`src/rtl/bht_1bit_table.sv`:
```
// ---------------------------------------------------------------------------
// bht_1bit_table
//
// Branch history table of 1-bit predictors. Each entry holds one direction
// bit (st) and one valid bit (v), all in flops. The IF stage gets a
// registered prediction one cycle after a lookup. The EX stage writes back
// resolved outcomes.
//
// Optional build macro: BHT_STATS_EN
//   defined   : saturating update and mispredict counters are built
//   undefined : MISS_COUNT / UPD_COUNT are tied to 0 and MISS is unused
//
// Ports
//   CLK             in   system clock, rising edge
//   RESET           in   synchronous active-high reset
//   PRED_VALID      in   lookup request
//   PRED_ADDR       in   lookup index [IDX_W-1:0]
//   PRED_OUT_VALID  out  registered lookup-result valid
//   PREDICTION      out  registered prediction, 1 = taken
//   PRED_HIT        out  registered valid bit of the looked-up entry
//   UPD_VALID       in   resolved-branch update strobe
//   UPD_ADDR        in   update index [IDX_W-1:0]
//   OUTCOME         in   resolved direction, 1 = taken
//   MISS            in   resolved branch was mispredicted
//   INVALIDATE      in   clear every valid bit
//   MISS_COUNT      out  mispredict counter [CNT_W-1:0]
//   UPD_COUNT       out  update counter [CNT_W-1:0]
// ---------------------------------------------------------------------------
module bht_1bit_table #(
    parameter int IDX_W = 3,
    parameter int CNT_W = 16
) (
    input  logic             CLK,
    input  logic             RESET,
    input  logic             PRED_VALID,
    input  logic [IDX_W-1:0] PRED_ADDR,
    output logic             PRED_OUT_VALID,
    output logic             PREDICTION,
    output logic             PRED_HIT,
    input  logic             UPD_VALID,
    input  logic [IDX_W-1:0] UPD_ADDR,
    input  logic             OUTCOME,
    input  logic             MISS,
    input  logic             INVALIDATE,
    output logic [CNT_W-1:0] MISS_COUNT,
    output logic [CNT_W-1:0] UPD_COUNT
);

    localparam int DEPTH = 1 << IDX_W;

    logic [DEPTH-1:0] st_q, st_d;
    logic [DEPTH-1:0] v_q, v_d;
    logic             pred_out_valid_q, pred_out_valid_d;
    logic             prediction_q, prediction_d;
    logic             pred_hit_q, pred_hit_d;
    logic             bypass;

    assign bypass = PRED_VALID && UPD_VALID && (PRED_ADDR == UPD_ADDR);

    // Table state: invalidate first, then the update overrides its own entry
    // so a simultaneous update survives the bulk clear.
    always_comb begin
        st_d = st_q;
        v_d  = v_q;
        if (INVALIDATE) begin
            v_d = '0;
        end
        if (UPD_VALID) begin
            st_d[UPD_ADDR] = OUTCOME;
            v_d[UPD_ADDR]  = 1'b1;
        end
    end

    // Lookup reads pre-update state; the bypass forwards the in-flight
    // outcome when both ports target the same entry.
    always_comb begin
        pred_out_valid_d = PRED_VALID;
        prediction_d     = prediction_q;
        pred_hit_d       = pred_hit_q;
        if (PRED_VALID) begin
            if (bypass) begin
                prediction_d = OUTCOME;
                pred_hit_d   = 1'b1;
            end else begin
                prediction_d = v_q[PRED_ADDR] & st_q[PRED_ADDR];
                pred_hit_d   = v_q[PRED_ADDR];
            end
        end
    end

    always_ff @(posedge CLK) begin
        if (RESET) begin
            st_q             <= '0;
            v_q              <= '0;
            pred_out_valid_q <= 1'b0;
            prediction_q     <= 1'b0;
            pred_hit_q       <= 1'b0;
        end else begin
            st_q             <= st_d;
            v_q              <= v_d;
            pred_out_valid_q <= pred_out_valid_d;
            prediction_q     <= prediction_d;
            pred_hit_q       <= pred_hit_d;
        end
    end

    assign PRED_OUT_VALID = pred_out_valid_q;
    assign PREDICTION     = prediction_q;
    assign PRED_HIT       = pred_hit_q;

`ifdef BHT_STATS_EN
    logic [CNT_W-1:0] upd_count_q, upd_count_d;
    logic [CNT_W-1:0] miss_count_q, miss_count_d;

    // Saturating counters: hold at all-ones instead of wrapping.
    always_comb begin
        upd_count_d  = upd_count_q;
        miss_count_d = miss_count_q;
        if (UPD_VALID && (upd_count_q != {CNT_W{1'b1}})) begin
            upd_count_d = upd_count_q + 1'b1;
        end
        if (UPD_VALID && MISS && (miss_count_q != {CNT_W{1'b1}})) begin
            miss_count_d = miss_count_q + 1'b1;
        end
    end

    always_ff @(posedge CLK) begin
        if (RESET) begin
            upd_count_q  <= '0;
            miss_count_q <= '0;
        end else begin
            upd_count_q  <= upd_count_d;
            miss_count_q <= miss_count_d;
        end
    end

    assign UPD_COUNT  = upd_count_q;
    assign MISS_COUNT = miss_count_q;
`else
    // MISS only feeds the statistics, which are not built here.
    logic unused_miss;
    assign unused_miss = MISS;

    assign UPD_COUNT  = '0;
    assign MISS_COUNT = '0;
`endif

endmodule

```
`config.mk`:
```
export PLATFORM = sky130hd
export DESIGN_NAME = bht_1bit_table
export DESIGN_NICKNAME = d
export VERILOG_FILES = /design/src/rtl/bht_1bit_table.sv
export SDC_FILE = /design/constraint.sdc
export NUM_CORES = 1
export LEC_CHECK = 0
export CAP_MARGIN = 5
export CORE_AREA = 2 2 56 58
export DETAILED_ROUTE_END_ITERATION = 6
export DIE_AREA = 0 0 58 60
export PLACE_DENSITY = 0.75
export SLEW_MARGIN = 20
export SYNTH_ARGS = -nofsm -noshare
export SYNTH_HDL_FRONTEND = slang
export SYNTH_SLANG_ARGS = --single-unit
export TNS_END_PERCENT = 100
```
`constraint.sdc`:
```
create_clock -name CLK -period 1.6 [get_ports CLK]
set_input_delay 0.32 -clock CLK [delete_from_list [all_inputs] [get_ports CLK]]
set_output_delay 0.32 -clock CLK [all_outputs]
set_load 0.01 [all_outputs]
```
# ---- After elaboration in Yosys (flattened, before gate mapping)
# Index checks and enable logic that the tools add are counted.
dict set report word_totals {
  ram_bits 0
  out_inout_bits 35
  reg_bits 19
  rom_bits 0
  memories 0
  latch_bits 0
  wordCells 25
}
dict set report classes {
  n_lt_le_gt_ge 3
  n_reduce_logical 3
  div 0
  addsub 0
  n_mul 0
  mux 11
  bitwise_logic 2
  n_shift 0
  n_eq_ne 1
}
# cell count
set ops {}
lappend ops {{8-bit 2-to-1 mux} 2}
lappend ops {{8-bit bitwise mux} 1}
lappend ops {{3-bit by 4-bit < comparator with 1-bit output (second input constant)} 2}
lappend ops {{8-bit bitwise OR} 1}
lappend ops {{1-bit binary-select mux with 3-bit select} 2}
lappend ops {{1-bit 2-to-1 mux} 5}
lappend ops {{1-bit demux with 3-bit select} 1}
lappend ops {{3-bit == test} 1}
lappend ops {{3-bit by 1-bit >= comparator with 1-bit output (second input constant)} 1}
lappend ops {{1-bit logical AND} 3}
lappend ops {{1-bit AND} 1}

# ---- Longest topological paths before layout
# Gate-level depths: netlist of the first run.
dict set report depth {
  ltp_word 6
  depth_mapped 5
}

# ---- Worst setup path after synthesis of the first run
# OpenSTA, ideal clock, no wires.
dict set report synth_path {
  path_kind {in2reg}
  start {in PRED_ADDR[1]}
  end {reg prediction_q (netlist: PREDICTION)}
  path_stages 5
  setup_slack_ns 0.190
  t_arrival_ns 1.318
  path_cell_list {buf_6 > xor2_1 > or4_4 > a2bb2oi_1 > o32ai_1}
}
dict set report synth_via {
  elab_chain_len 4
  word_cells_on_any_way 8
}
# item line
set synth_lines {}
lappend synth_lines {{start: declaration} 36} ;# input logic [IDX_W-1:0] PRED_ADDR,
lappend synth_lines {{1-bit binary-select mux with 3-bit select} 85} ;# prediction_d = v_q[PRED_ADDR] & st_q[PRED_ADDR];
lappend synth_lines {{1-bit 2-to-1 mux (implied by the code)} 85}
lappend synth_lines {{1-bit AND} 85}
lappend synth_lines {{1-bit 2-to-1 mux (*)} 81} ;# if (bypass) begin
lappend synth_lines {{end signal: assignment} 102} ;# prediction_q <= prediction_d;
lappend synth_lines {{end: declaration} 54} ;# logic prediction_q, prediction_d;
# Mark *: on every way between the ends. The rest lies on a longest branch, timed or not. The select of a mux whose other input is x is not followed.
# A chain may end at the register's enable or synchronous reset.

# ---- Worst setup path in the final report of the first run
dict set report layout_path {
  start {in UPD_ADDR[2]}
  end {reg prediction_q (netlist: PREDICTION)}
}
dict set report layout_via {
  elab_chain_len 3
}
# item line
set layout_lines {}
lappend layout_lines {{start: declaration} 41} ;# input logic [IDX_W-1:0] UPD_ADDR,
lappend layout_lines {{3-bit == test} 58} ;# assign bypass = PRED_VALID && UPD_VALID && (PRED_ADDR == UPD_ADDR);
lappend layout_lines {{1-bit logical AND} 58}
lappend layout_lines {{1-bit 2-to-1 mux} 81}
# Every way passes these cells.

==> results.py, run 1 <==
metrics = {
    "power_and_ir_drop": {
        "ir_worst_vdd_mv": 0.377,
        "power_density_mw_per_mm2": 708,
        "power.leakage_nw": 0.584,
    },
    "synthesis": {
        "synth.mux.area_fraction_pct": 13.0,
        "synth_compound_area_share_pct": 8.55,
        "synth_simple_gate_area_share_pct": 17.4,
        "synth_top_family_by_area": "buffers and inverters",
        "ys_types": 22,
        "syn_avg_cell_area_sq_um": 8.98,
        "syn_inst": 127,
        "yosysTopAreaCellShare_pct": 33.3,
        "ys.warnings.count": 0,
        "synth-xor-area-share_pct": 2.30,
        "syn-cell-area_sq_mm": 0.00114,
        "ys_ff_latch": 19,
        "synth_area_leader_cell": "dfxtp_1",
        "ys_seq_area_share_pct": 33.3,
        "synth_fa_ha_area_share_pct": 0,
        "synth_area_leaders": "dfxtp_1, buf_4, mux4_1, mux2i_1, a21oi_1",
    },
    "sta": {
        "hold_ws_ns": 0.455,
        "skew_ns": 0.00756,
        "tns_ns": 0,
        "rsz0062_at_grt": "no",
        "slew_viol_final": 0,
        "finalCriticalPeriod_ns": 1.58,
        "fin_crit_sh_pct": 98.6,
        "hold_viol_final": 0,
        "max_freq_mhz": 634,
        "setup_slack_ns": 0.0227,
        "setup_viol": 0,
    },
    "critical_path": {
        "startpoint_type": "input port",
        "reg2reg_setup_slack_ns": 0.29,
        "worstPathMaxFanout": 3,
        "max_stage_delay_ns": 0.56,
        "crit_path_top_delay_cell": "or4_4",
        "r2r_start": "v_q[2]$_SDFF_PP0_",
        "worstSetupEndpointType": "flip-flop",
        "path_delay_family": "simple AND/OR/NAND/NOR gates",
        "critPathKind": "input port to flip-flop",
        "worst-path-stages": 5,
        "rr_worst_depth": 3,
        "crit_chain": "clkdlybuf4s50_1 -> xor2_1 -> or4_4 -> a2bb2oi_1 -> o32ai_1",
        "cp.buffers_inverters": 1,
        "endpoint": "PREDICTION$_SDFFE_PP0P_",
        "startpoint": "UPD_ADDR[2]",
        "worstPathArrival_ns": 1.78,
        "reg2reg_to": "PRED_HIT$_SDFFE_PP0P_",
        "crit_required_ns": 1.80,
    },
    "clock_network": {
        "htreeDepth": 1,
        "cts.path.max_buffers": 2,
        "clock_latency_ns": 0.30,
        "cts_root_buf": "clkbuf_4",
        "path_clk_slew_ns": 0.11,
        "cts_tree": "done",
        "cts_made_buffers": 3,
        "cts_sinks": 19,
    },
    "floorplanning": {
        "start_util_pct": 39.3,
        "dieHeight_um": 60,
        "die_x_um": 58,
        "io_pins": 48,
        "rows": 20,
        "core_area_sq_mm": 0.00290,
        "die_area_sq_mm": 0.00348,
    },
    "placed_design": {
        "dp.cells": 181,
        "place_hpwl_um": 1740,
        "gp_congestion": 0.833,
        "pre_cts_slack_ns": -0.366,
        "portBuffers": 14,
    },
    "drt": {
        "vias_per_cell": 4.68,
        "wl_um": 2140,
        "dr.pass1.iters": 4,
        "detail-route-antenna-nets": 0,
        "vias": 865,
        "wire_per_inst_um": 11.6,
        "drt_iter0_markers": 14,
        "drc_errors": 0,
    },
    "global_routing": {
        "grt_pass1_wl_um": 3510,
        "grt_overflow_total": 0,
        "grt_max_degree": 11,
        "antenna_found_initial": 0,
        "grt.total_usage_pct": 13.4,
        "grt_pass1_vias": 788,
    },
    "cells_and_area": {
        "area_growth_pct": 12.4,
        "stdcell_count": 185,
        "fillers": 288,
        "regArea_sq_um": 380,
        "fin_nets": 166,
        "antenna_cells": 0,
        "fin_util_pct": 44.2,
        "drive_above_1_share_pct": 12.5,
        "multi_input_area_sq_um": 588,
    },
    "hold_path": {
        "hold_class": "flip-flop to flip-flop",
    },
    "outcome": {
        "status": "completed",
    },
    "run": {
        "cap_violations": 0,
    },
}
-- logic make-up after synthesis --
group | after synthesis
multiplexers | 10
XOR/XNOR | 3
flip-flops | 19
AO/OA/AOI/OAI | 16
AND/OR/NAND/NOR | 39
buffers and inverters | 39
other | 1
-- through the flow --
step	total power [mW]	instance area [sq um]
final	0.909	1280
after global routing	0.969	1280
after CTS	0.916	1280
after detailed placement	0.676	1260
after global placement	0.672	1260
after floorplan	0.657	1260
-- where the power goes --
part / switching [mW] / internal, mW / total, mW
combinational: 0.0973 / 0.0782 / 0.175
clock: 0.145 / 0.0971 / 0.242
sequential: 0.00620 / 0.485 / 0.491
-- what timing repair did --
item | 4_1_cts | 5_1_grt
gates resized for setup | 2 | 1
cloned | 0 | 0
buffers inserted | 0 | 0
hold buffers | 0 | 0
setup endpoints to repair | 2 | 2
-- area by class of cell --
| type | instances | area share [%] |
|---|---|---|
| Clock buffer | 4 | 2.05 |
| Inverter | 2 | 0.585 |
| Multi-Input combinational cell | 100 | 45.9 |
| Sequential cell | 19 | 29.7 |
| Tap cell | 33 | 3.22 |
| Timing Repair Buffer | 27 | 18.6 |
-- tightest hold or removal path: cells and delay by family (launching register included) --
family,cells,cell delay (ns)
flip-flops,1,0.32
AND/OR/NAND/NOR,1,0.05
AO/OA/AOI/OAI,1,0.05
-- registers in the layout, summed over array words and instances, names as in the netlist --
register        cells
PREDICTION          1
PRED_OUT_VALID      1
v_q                 8
st_q                8
PRED_HIT            1
-- cell usage after synthesis --
cell and number:
buf_6 2, o21ai_0 1, nor2b_1 3, nand2_1 7, xor2_1 3, nand2b_1 8, mux4_1 3, nor2_1 9
a21oi_1 12, clkbuf_1 2, inv_1 2, nand4_1 1, nand3b_1 1, nand3_1 9, buf_4 33, o32ai_1 1
a2bb2oi_1 1, conb_1 1, mux2i_1 7, or4_4 1, dfxtp_1 19, a311oi_2 1
-- routing by layer --
layer / GRT usage, % / wire (um) / vias up
met3: 2.38 / 167 / 4
met1: 16.3 / 923 / 407
met2: 23.1 / 1020 / 37
li1: - / - / 417
met5: 0 / 0 / -
met4: 5.98 / 29 / 0
-- cell usage in the layout (no fill, tap or decap), drive strengths merged --
master         instances
conb                  32
mux4                   3
nand2                  7
o32ai                  1
dlymetal6s2s           1
nor2                   9
buf                   13
inv                    2
nor2b                  3
nand3                  9
nand2b                 8
a311oi                 1
a21oi                 12
clkdlybuf4s50         12
or4                    1
a2bb2oi                1
mux2i                  7
o21ai                  1
xor2                   3
dfxtp                 19
clkbuf                 4
nand3b                 1
dlygate4sd2            1
nand4                  1
-- worst min path at each step --
stage	endpoint	depth (start not counted)	startpoint	slack [ns]
global route	st_q[0]$_SDFFE_PP0P_	2	st_q[0]$_SDFFE_PP0P_	0.48
CTS	st_q[0]$_SDFFE_PP0P_	2	st_q[0]$_SDFFE_PP0P_	0.46
floorplan	st_q[2]$_SDFFE_PP0P_	2	st_q[2]$_SDFFE_PP0P_	0.43
finish	st_q[0]$_SDFFE_PP0P_	2	st_q[0]$_SDFFE_PP0P_	0.46
detailed placement	st_q[0]$_SDFFE_PP0P_	2	st_q[0]$_SDFFE_PP0P_	0.44
global placement	st_q[4]$_SDFFE_PP0P_	2	st_q[4]$_SDFFE_PP0P_	0.44
Note: power is estimated with default switching activity, not from simulation.
==> run 2: changes to the inputs <==
Settings changed: CAP_MARGIN 5 to 10.
==> results of run 2 <==
Same layout as run 1: the final DEF is identical, and so are final timing and power.
